**src/rtl/bcpu_defs.sv**
```systemverilog
// Shared BCPU definitions: datapath widths, ALU latency, flag bit positions
// and the writeback tag carried alongside each in-flight ALU operation.
package bcpu_defs;

    localparam int unsigned BCPU_DATA_WIDTH      = 16;
    localparam int unsigned BCPU_REG_ADDR_WIDTH  = 3;
    localparam int unsigned BCPU_THREAD_ID_WIDTH = 2;
    localparam int unsigned BCPU_ALU_LATENCY     = 3;

    // Bit positions inside the {V,S,Z,C} flags nibble.
    localparam int unsigned FLAG_V = 3;
    localparam int unsigned FLAG_S = 2;
    localparam int unsigned FLAG_Z = 1;
    localparam int unsigned FLAG_C = 0;

    typedef struct packed {
        logic                            valid;
        logic [BCPU_THREAD_ID_WIDTH-1:0] thread;
        logic [BCPU_REG_ADDR_WIDTH-1:0]  dst;
        logic                            wr_reg;
        logic                            wr_flags;
    } bcpu_wb_tag_t;

endpackage

```
**src/rtl/bcpu_alu_writeback_if.sv**
```systemverilog
// Issue / ALU result / register-file write bundle between the issue stage,
// the ALU and the writeback block.
interface bcpu_alu_writeback_if #(
    parameter int unsigned DATA_WIDTH      = 16,
    parameter int unsigned REG_ADDR_WIDTH  = 3,
    parameter int unsigned THREAD_ID_WIDTH = 2
);

    logic                                      ISSUE_EN;
    logic [THREAD_ID_WIDTH-1:0]                ISSUE_THREAD;
    logic [REG_ADDR_WIDTH-1:0]                 ISSUE_DST;
    logic                                      ISSUE_WR_REG;
    logic                                      ISSUE_WR_FLAGS;
    logic [DATA_WIDTH-1:0]                     ALU_OUT;
    logic [3:0]                                FLAGS_OUT;
    logic                                      RF_WE;
    logic [THREAD_ID_WIDTH+REG_ADDR_WIDTH-1:0] RF_WADDR;
    logic [DATA_WIDTH-1:0]                     RF_WDATA;

    modport master (
        output ISSUE_EN, ISSUE_THREAD, ISSUE_DST, ISSUE_WR_REG, ISSUE_WR_FLAGS,
        output ALU_OUT, FLAGS_OUT,
        input  RF_WE, RF_WADDR, RF_WDATA
    );

    modport slave (
        input  ISSUE_EN, ISSUE_THREAD, ISSUE_DST, ISSUE_WR_REG, ISSUE_WR_FLAGS,
        input  ALU_OUT, FLAGS_OUT,
        output RF_WE, RF_WADDR, RF_WDATA
    );

endinterface

```
**src/rtl/bcpu_wb_tag_pipe.sv**
```systemverilog
// CE-gated shift register of writeback tags, one stage per ALU latency cycle.
// Every stage is exposed so the hazard logic can see all in-flight ops.
module bcpu_wb_tag_pipe
    import bcpu_defs::*;
#(
    parameter int unsigned DEPTH = BCPU_ALU_LATENCY
) (
    input  logic         CLK,
    input  logic         RESET,
    input  logic         i_ce,
    input  bcpu_wb_tag_t i_tag,
    output bcpu_wb_tag_t o_stages [DEPTH]
);

    bcpu_wb_tag_t r_stages [DEPTH];

    always_ff @(posedge CLK or negedge RESET) begin
        if (!RESET) begin
            for (int unsigned i = 0; i < DEPTH; i++) begin
                r_stages[i] <= '0;
            end
        end else if (i_ce) begin
            r_stages[0] <= i_tag;
            for (int unsigned i = 1; i < DEPTH; i++) begin
                r_stages[i] <= r_stages[i-1];
            end
        end
    end

    assign o_stages = r_stages;

endmodule

```
**src/rtl/bcpu_alu_writeback.sv**
```systemverilog
// ALU result writeback: tracks issued ops through the ALU latency, commits results and flags.
// Define BCPU_ALU_WB_SCOREBOARD_EN to build the register/flags hazard comparators.
module bcpu_alu_writeback
    import bcpu_defs::*;
#(
    parameter int unsigned DATA_WIDTH      = BCPU_DATA_WIDTH,
    parameter int unsigned REG_ADDR_WIDTH  = BCPU_REG_ADDR_WIDTH,
    parameter int unsigned THREAD_ID_WIDTH = BCPU_THREAD_ID_WIDTH,
    parameter int unsigned ALU_LATENCY     = BCPU_ALU_LATENCY
) (
    input  logic                       CLK,
    input  logic                       RESET,
    input  logic                       CE,
    bcpu_alu_writeback_if.slave        io_wb,
    input  logic [THREAD_ID_WIDTH-1:0] FLAGS_RD_THREAD,
    output logic [3:0]                 FLAGS_RD,
    input  logic [THREAD_ID_WIDTH-1:0] QUERY_THREAD,
    input  logic [REG_ADDR_WIDTH-1:0]  QUERY_REG_A,
    input  logic [REG_ADDR_WIDTH-1:0]  QUERY_REG_B,
    output logic                       HAZARD_A,
    output logic                       HAZARD_B,
    output logic                       FLAGS_HAZARD
);

    localparam int unsigned NTHREADS = 2 ** THREAD_ID_WIDTH;

    bcpu_wb_tag_t          w_issue_tag;
    bcpu_wb_tag_t          w_stages [ALU_LATENCY];
    bcpu_wb_tag_t          w_last;
    bcpu_wb_tag_t          r_wb_tag;
    logic [DATA_WIDTH-1:0] r_wb_data;
    logic [3:0]            r_flags [NTHREADS];

    // Ops that write nothing get no tag, so they never raise a hazard.
    always_comb begin
        w_issue_tag          = '0;
        w_issue_tag.valid    = io_wb.ISSUE_EN & (io_wb.ISSUE_WR_REG | io_wb.ISSUE_WR_FLAGS);
        w_issue_tag.thread   = io_wb.ISSUE_THREAD;
        w_issue_tag.dst      = io_wb.ISSUE_DST;
        w_issue_tag.wr_reg   = io_wb.ISSUE_WR_REG;
        w_issue_tag.wr_flags = io_wb.ISSUE_WR_FLAGS;
    end

    bcpu_wb_tag_pipe #(
        .DEPTH (ALU_LATENCY)
    ) u_tag_pipe (
        .CLK      (CLK),
        .RESET    (RESET),
        .i_ce     (CE),
        .i_tag    (w_issue_tag),
        .o_stages (w_stages)
    );

    assign w_last = w_stages[ALU_LATENCY-1];

    always_ff @(posedge CLK or negedge RESET) begin
        if (!RESET) begin
            r_wb_tag  <= '0;
            r_wb_data <= '0;
        end else if (CE) begin
            r_wb_tag  <= w_last;
            r_wb_data <= io_wb.ALU_OUT;
        end
    end

    always_ff @(posedge CLK or negedge RESET) begin
        if (!RESET) begin
            for (int unsigned t = 0; t < NTHREADS; t++) begin
                r_flags[t] <= '0;
            end
        end else if (CE && w_last.valid && w_last.wr_flags) begin
            r_flags[w_last.thread] <= io_wb.FLAGS_OUT;
        end
    end

    // CE gating keeps a stalled writeback stage from writing more than once.
    assign io_wb.RF_WE    = r_wb_tag.valid & r_wb_tag.wr_reg & CE;
    assign io_wb.RF_WADDR = {r_wb_tag.thread, r_wb_tag.dst};
    assign io_wb.RF_WDATA = r_wb_data;

    assign FLAGS_RD = r_flags[FLAGS_RD_THREAD];

`ifdef BCPU_ALU_WB_SCOREBOARD_EN
    always_comb begin
        HAZARD_A     = 1'b0;
        HAZARD_B     = 1'b0;
        FLAGS_HAZARD = 1'b0;
        for (int unsigned i = 0; i < ALU_LATENCY; i++) begin
            if (w_stages[i].valid && (w_stages[i].thread == QUERY_THREAD)) begin
                if (w_stages[i].wr_reg && (w_stages[i].dst == QUERY_REG_A)) HAZARD_A = 1'b1;
                if (w_stages[i].wr_reg && (w_stages[i].dst == QUERY_REG_B)) HAZARD_B = 1'b1;
                if (w_stages[i].wr_flags) FLAGS_HAZARD = 1'b1;
            end
        end
        // Flags are already committed once an op reaches writeback; the RF write is not.
        if (r_wb_tag.valid && r_wb_tag.wr_reg && (r_wb_tag.thread == QUERY_THREAD)) begin
            if (r_wb_tag.dst == QUERY_REG_A) HAZARD_A = 1'b1;
            if (r_wb_tag.dst == QUERY_REG_B) HAZARD_B = 1'b1;
        end
    end

    logic w_unused_wb_flags;
    assign w_unused_wb_flags = r_wb_tag.wr_flags;
`else
    assign HAZARD_A     = 1'b0;
    assign HAZARD_B     = 1'b0;
    assign FLAGS_HAZARD = 1'b0;

    bcpu_wb_tag_t w_unused_stages;
    logic         w_unused_query;

    always_comb begin
        w_unused_stages = '0;
        for (int unsigned i = 0; i < ALU_LATENCY; i++) begin
            w_unused_stages = w_unused_stages ^ w_stages[i];
        end
    end

    assign w_unused_query = ^{QUERY_THREAD, QUERY_REG_A, QUERY_REG_B, r_wb_tag.wr_flags};
`endif

endmodule

```
**src/flat_wrapper.sv**
```systemverilog
// flat-port wrapper written by rule: the top's interface ports become plain ports
module bcpu_alu_writeback_flat import bcpu_defs::*;
#(
    parameter int unsigned DATA_WIDTH      = BCPU_DATA_WIDTH,
    parameter int unsigned REG_ADDR_WIDTH  = BCPU_REG_ADDR_WIDTH,
    parameter int unsigned THREAD_ID_WIDTH = BCPU_THREAD_ID_WIDTH,
    parameter int unsigned ALU_LATENCY     = BCPU_ALU_LATENCY
)
  (CLK, RESET, CE, FLAGS_RD_THREAD, FLAGS_RD, QUERY_THREAD, QUERY_REG_A, QUERY_REG_B, HAZARD_A, HAZARD_B, FLAGS_HAZARD, io_wb_ISSUE_EN, io_wb_ISSUE_THREAD, io_wb_ISSUE_DST, io_wb_ISSUE_WR_REG, io_wb_ISSUE_WR_FLAGS, io_wb_ALU_OUT, io_wb_FLAGS_OUT, io_wb_RF_WE, io_wb_RF_WADDR, io_wb_RF_WDATA);
  bcpu_alu_writeback_if #(.DATA_WIDTH(DATA_WIDTH), .REG_ADDR_WIDTH(REG_ADDR_WIDTH), .THREAD_ID_WIDTH(THREAD_ID_WIDTH)) io_wb_i ();
  input  logic CLK;
  input  logic RESET;
  input  logic CE;
  input  logic [THREAD_ID_WIDTH-1:0] FLAGS_RD_THREAD;
  output logic [3:0] FLAGS_RD;
  input  logic [THREAD_ID_WIDTH-1:0] QUERY_THREAD;
  input  logic [REG_ADDR_WIDTH-1:0] QUERY_REG_A;
  input  logic [REG_ADDR_WIDTH-1:0] QUERY_REG_B;
  output logic HAZARD_A;
  output logic HAZARD_B;
  output logic FLAGS_HAZARD;
  input wire logic [$bits(io_wb_i.ISSUE_EN)-1:0] io_wb_ISSUE_EN;
  input wire logic [$bits(io_wb_i.ISSUE_THREAD)-1:0] io_wb_ISSUE_THREAD;
  input wire logic [$bits(io_wb_i.ISSUE_DST)-1:0] io_wb_ISSUE_DST;
  input wire logic [$bits(io_wb_i.ISSUE_WR_REG)-1:0] io_wb_ISSUE_WR_REG;
  input wire logic [$bits(io_wb_i.ISSUE_WR_FLAGS)-1:0] io_wb_ISSUE_WR_FLAGS;
  input wire logic [$bits(io_wb_i.ALU_OUT)-1:0] io_wb_ALU_OUT;
  input wire logic [$bits(io_wb_i.FLAGS_OUT)-1:0] io_wb_FLAGS_OUT;
  output wire logic [$bits(io_wb_i.RF_WE)-1:0] io_wb_RF_WE;
  output wire logic [$bits(io_wb_i.RF_WADDR)-1:0] io_wb_RF_WADDR;
  output wire logic [$bits(io_wb_i.RF_WDATA)-1:0] io_wb_RF_WDATA;
  assign io_wb_i.ISSUE_EN = io_wb_ISSUE_EN;
  assign io_wb_i.ISSUE_THREAD = io_wb_ISSUE_THREAD;
  assign io_wb_i.ISSUE_DST = io_wb_ISSUE_DST;
  assign io_wb_i.ISSUE_WR_REG = io_wb_ISSUE_WR_REG;
  assign io_wb_i.ISSUE_WR_FLAGS = io_wb_ISSUE_WR_FLAGS;
  assign io_wb_i.ALU_OUT = io_wb_ALU_OUT;
  assign io_wb_i.FLAGS_OUT = io_wb_FLAGS_OUT;
  assign io_wb_RF_WE = io_wb_i.RF_WE;
  assign io_wb_RF_WADDR = io_wb_i.RF_WADDR;
  assign io_wb_RF_WDATA = io_wb_i.RF_WDATA;
  bcpu_alu_writeback #(.DATA_WIDTH(DATA_WIDTH), .REG_ADDR_WIDTH(REG_ADDR_WIDTH), .THREAD_ID_WIDTH(THREAD_ID_WIDTH), .ALU_LATENCY(ALU_LATENCY)) u_core (.CLK(CLK), .RESET(RESET), .CE(CE), .io_wb(io_wb_i), .FLAGS_RD_THREAD(FLAGS_RD_THREAD), .FLAGS_RD(FLAGS_RD), .QUERY_THREAD(QUERY_THREAD), .QUERY_REG_A(QUERY_REG_A), .QUERY_REG_B(QUERY_REG_B), .HAZARD_A(HAZARD_A), .HAZARD_B(HAZARD_B), .FLAGS_HAZARD(FLAGS_HAZARD));
endmodule
```
**config.mk**
```make
export PLATFORM = sky130hd
export DESIGN_NAME = bcpu_alu_writeback_flat
export DESIGN_NICKNAME = d
export VERILOG_FILES = /design/src/rtl/bcpu_defs.sv /design/src/rtl/bcpu_alu_writeback_if.sv /design/src/rtl/bcpu_wb_tag_pipe.sv /design/src/rtl/bcpu_alu_writeback.sv /design/src/flat_wrapper.sv
export SDC_FILE = /design/constraint.sdc
export NUM_CORES = 1
export LEC_CHECK = 0
export CAP_MARGIN = 20
export CELL_PAD_IN_SITES_DETAIL_PLACEMENT = 1
export CELL_PAD_IN_SITES_GLOBAL_PLACEMENT = 1
export CORE_MARGIN = 5
export CORE_UTILIZATION = 39
export DETAILED_ROUTE_END_ITERATION = 7
export MAX_ROUTING_LAYER = met4
export PLACE_DENSITY = 0.82
export SYNTH_ARGS = -nofsm -noshare
export SYNTH_HDL_FRONTEND = slang
export SYNTH_SLANG_ARGS = --single-unit
```
**constraint.sdc**
```tcl
create_clock -name CLK -period 1.5 [get_ports CLK]
set_clock_uncertainty 0.15 [all_clocks]
set_input_delay 0.15 -clock CLK [delete_from_list [all_inputs] [get_ports CLK]]
set_output_delay 0.15 -clock CLK [all_outputs]
set_load 0.01 [all_outputs]
```
## After elaboration in Yosys (flattened, before gate mapping)

Cells that the tools add are included.

- Output and inout port bits: 29
- Memory bits (read-only): 0
- Latch bits: 0
- Logic and storage cells: 42
- Bits in registers: 63
- Memories: 0
- Memory bits (writable): 0
- Bits of input ports: 41

- Div/mod/pow operators: 0
- Add/subtract/negate cells: 0
- $lt $le $gt $ge: 3
- Bitwise operators: 6
- Equality and inequality tests: 0
- Reduce and logical (&&, ||, !) cells: 3
- Shift operators: 0
- Muxes and demuxes: 6
- Multiply operators: 0

Operator list:

| kind | number |
|---|---|
| $bwmux W16 | 1 |
| $mux W4 | 3 |
| $bmux W4 S2 | 1 |
| $demux W4 S2 | 1 |
| $ge A3 B3 Y1 const B | 2 |
| $not A2 Y3 | 2 |
| $and A1 B1 Y1 | 3 |
| $logic_and A1 B1 Y1 | 3 |
| $lt A3 B1 Y1 const B | 1 |
| $or A1 B1 Y1 | 1 |

## Longest topological paths before layout

- Depth after elaboration: 6
- Depth in mapped cells: 5
- Depth with buffers taken out: 3

## Cells and area by module

Synthesis repeated with hierarchy kept, for this count alone.

- Cells, all modules: 155
- Area, all modules: 2701.3 µm²

By module, submodules not included:

| module | cells each | instances | area an instance (µm²) | seq. area each (µm²) |
|---|---|---|---|---|
| bcpu_alu_writeback | 104 | 1 | 1704.1 | 975.9 |
| bcpu_wb_tag_pipe | 51 | 1 | 997.2 | 600.6 |

## Worst setup path after synthesis

No wires, ideal clock.

- Kind: reg-to-reg
- From: register u_core.u_tag_pipe.r_stages, in the netlist u_core.u_tag_pipe.o_stages[6]
- To: register u_core.r_flags[12] (netlist bit)
- Setup time: 0.125 ns
- Stages on the path, launching flop included: 4
- Clock period less this slack: 1.382 ns
- Buffers on the path: 0
- Arrival: 1.107 ns
- Setup slack: 0.118 ns
- Data required time: 1.225 ns
- Cells stage by stage: dfrtp_1 > nor2b_1 > and4_1 > mux2_2

- Word-level cells in the longest chain between the ends: 6
- Elaborated cells on any way between the ends: 7
- Those cells by class: order compare: 2; mux: 3; bitwise: 1; reduce/logical: 1

Ends and longest elaborated chain:

| item | line | source |
|---|---|---|
| start, declared | bcpu_wb_tag_pipe.sv:15 | `bcpu_wb_tag_t r_stages [DEPTH];` |
| start signal, assigned by index | bcpu_wb_tag_pipe.sv:25 | `r_stages[i] <= r_stages[i-1];` |
| $not A2 Y3 (implied by the code) (*) | bcpu_alu_writeback.sv:72 | `r_flags[w_last.thread] <= io_wb.FLAGS_OUT;` |
| $ge A3 B3 Y1 (implied by the code) or $lt A3 B1 Y1 (tied branches) | bcpu_alu_writeback.sv:72 |  |
| $logic_and A1 B1 Y1 (implied by the code) | bcpu_alu_writeback.sv:72 |  |
| $mux W4 (implied by the code) | bcpu_alu_writeback.sv:72 |  |
| $demux W4 S2 (*) | bcpu_alu_writeback.sv:72 |  |
| $bwmux W16 (*) | bcpu_alu_writeback.sv:72 |  |
| end signal, assigned by index | bcpu_alu_writeback.sv:72 |  |
| end, declared | bcpu_alu_writeback.sv:32 | `logic [3:0] r_flags [NTHREADS];` |

Mark *: on every way between the ends. The rest lies on a longest branch, timed or not.
A chain may end at the register's enable or synchronous reset.

## Worst setup path after layout

- From: register u_core.r_flags[2] (netlist bit)
- To: output FLAGS_RD[2]

- Word-level cells in the longest chain between the ends: 3

Ends and longest elaborated chain:

| item | line | source |
|---|---|---|
| $bmux W4 S2 | bcpu_alu_writeback.sv:81 | `assign FLAGS_RD = r_flags[FLAGS_RD_THREAD];` |
| $mux W4 (implied by the code) (2 in series) | bcpu_alu_writeback.sv:81 |  |
| end, declared | flat_wrapper.sv:15 | `output logic [3:0] FLAGS_RD;` |

Every way passes these cells. The select of a mux whose other input is x is not followed.

==> out/metrics.cfg <==
[grt]
grt.busiest_layer=met2
grt_util_met2=0.1864
grt_pass1_wl_mm=8.424
grt_start_max_net_pins=64
grt_usage=0.1308
grt_overflow=0
use_met1=0.1673
globalRouteMet3Util=0.05667
antenna_found_initial=0
grt_pass1_vias=1631

[clock_tree]
cts.htree.levels=3
cts_inserted_buffers=9
cts_max_path_buffers=2
cts_root_buf=clkbuf_8
cts_tree=done
clk_latency_ps=330
clkSinkCount=63
cts.clk_slew.worst_paths_ps=70

[drt]
drc=0
routed_wl_mm=4.776
via_per_inst=4.759
avgRoutedWirePerCell_um=15.36
first_pass_iters=3
dr_total_vias=1480
ant_nets=0
drt_iter0_drc=25

[placed_design]
hpwl_mm=3.161
port_buffers=58
dpl_cell_area_um2=3192
routabilityCongestion=0.7065

[timing]
finalHoldViolations=0
setup_violations=4
maxSlewViolCount=0
fmax_mhz=616.5
setup_tns_ps=-472.5
rsz0062_at_grt=true
finalCritPeriodShare=1.081
period_minus_slack_ps=1622
layout_setup_ws_ps=-122.2

[layout]
syn2layout_area_growth_pct=34.56
nNetsFinal=271
drive_gt1_frac=0.4530
n_antenna_cell=0
final_area_um2=3430
mostFrequentLayoutCells=63 x dfrtp_1, 57 x mux2_2, 29 x clkdlybuf4s50_1
final_common_cell=dfrtp_1

[critical_path]
cp.required_ps=1200
critPathLaunch=u_core.r_flags[2]
cp_max_fo=2
criticalPathCategory=flip-flop to output port
crit_path_end_kind=output port
regToRegStartpoint=u_core.u_tag_pipe.o_stages[6]
start_kind=flip-flop
worstPathArrival_ps=1320

[outcome]
outcome=finished, violations left
violations=negative setup slack

[floorplan]
fp.dieH_um=90.84
dieArea_um2=8252
pin_count=70
die_w_um=90.84
core-area_um2=6350
initial_utilization=0.4014
rows=29

[flow_run]
drv_cap=0

[synthesis]
avgSynthCellArea_um2=16.23
synth_cells=157
synth-warning-count=0
ys_seq_elements=63
syn-cell-area_um2=2549
seq_area_frac_synth=0.6186
synth_cell_types=18

[power]
p_leak_nw=1.560
finalPower_mw=4.879
ir_drop_v=0.0009697
power_density_nw_per_um2=1423

[hold_path]
hold_class=primary input to async pin

## sequential cells by signal (all words and copies together), names as in the netlist
| register | cells |
|---|---|
| u_core.u_tag_pipe.o_stages | 24 |
| u_core.r_wb_tag | 2 |
| u_core.r_flags | 16 |
| u_core.io_wb.RF_WDATA | 16 |
| u_core.io_wb.RF_WADDR | 5 |
## final cells by class
| class | instances | area (µm²) |
|---|---|---|
| repair buffers | 75 | 676.9 |
| well taps | 77 | 96.34 |
| flip-flops and latches | 63 | 1577 |
| multi-input cells | 79 | 875.8 |
| clock inverters | 4 | 45.04 |
| fillers | 623 | 2920 |
| clock buffers | 11 | 151.4 |
| inverters | 2 | 7.507 |
## cell usage after synthesis
master / n / share of area
nor2b_1: 1 / 0.0025
and4_1: 1 / 0.0034
mux4_2: 4 / 0.035
mux2_4: 4 / 0.024
conb_1: 1 / 0.0015
nor2_1: 1 / 0.0015
or2_1: 1 / 0.0025
buf_4: 9 / 0.027
nand2_1: 1 / 0.0015
and3_1: 1 / 0.0025
buf_6: 1 / 0.0044
o211ai_1: 1 / 0.0029
o21ai_0: 2 / 0.0039
nand4_1: 2 / 0.0049
dfrtp_1: 63 / 0.62
inv_1: 2 / 0.0029
buf_2: 5 / 0.0098
mux2_2: 57 / 0.25
## where the power goes
group	switching, mW	leakage (nW)	internal, mW
logic	0.367	0.696	0.755
clock network	0.627	0.105	0.840
registers	0.201	0.759	2.09
## per-stage QoR
stage	setup slack, ps	cells	hold slack [ps]	utilization
floorplan	117.7	159	-295.6	-
finish	-122.2	311	223.6	0.5401
global placement	-548.3	287	39.22	0.5027
CTS	-141.7	306	210.4	0.5328
global route	-172.8	311	229.1	0.5401
detailed placement	-549.2	287	38.66	0.5027
## layer usage
layer / wire length [µm] / vias to the layer above
met1: 2181 / 747
met2: 2204 / 35
li1: - / 692
met5: 0 / -
met3: 323 / 6
met4: 67 / 0
## cells by family (layout without fill, tap and decap cells)
logic type,after synthesis,count (layout),synth area share
compound gates,3,3,0.006874
buf+inv,17,92,0.04369
flops,63,63,0.6186
mux,65,65,0.3108
other cells,1,3,0.001471
simple gates,8,8,0.01866
## final timing paths
kind,end,slack [ps],cells past startpoint
setup / recovery,FLAGS_RD[2],-120,2
hold / removal,u_core.r_wb_tag[7],220,3
setup reg to reg,u_core.r_flags[12],70,3
hold reg to reg,u_core.u_tag_pipe.o_stages[5],340,2
max in group asynchronous,u_core.r_flags[9],720,3
min in group CLK,u_core.u_tag_pipe.o_stages[5],230,4
## worst max-delay path, stage by stage, from the launching register on
cell,delay [ps]
dfrtp_1,380
mux4_2,480
buf_6,140
## timing repair
item	CTS	global route
gates resized for setup	42	6
pin swaps	0	1
hold endpoints to repair	63	0
hold buffers	1	0
setup buffers	3	5
endpoints found under the setup margin	30	18
Note: power is estimated with default switching activity, not from simulation.
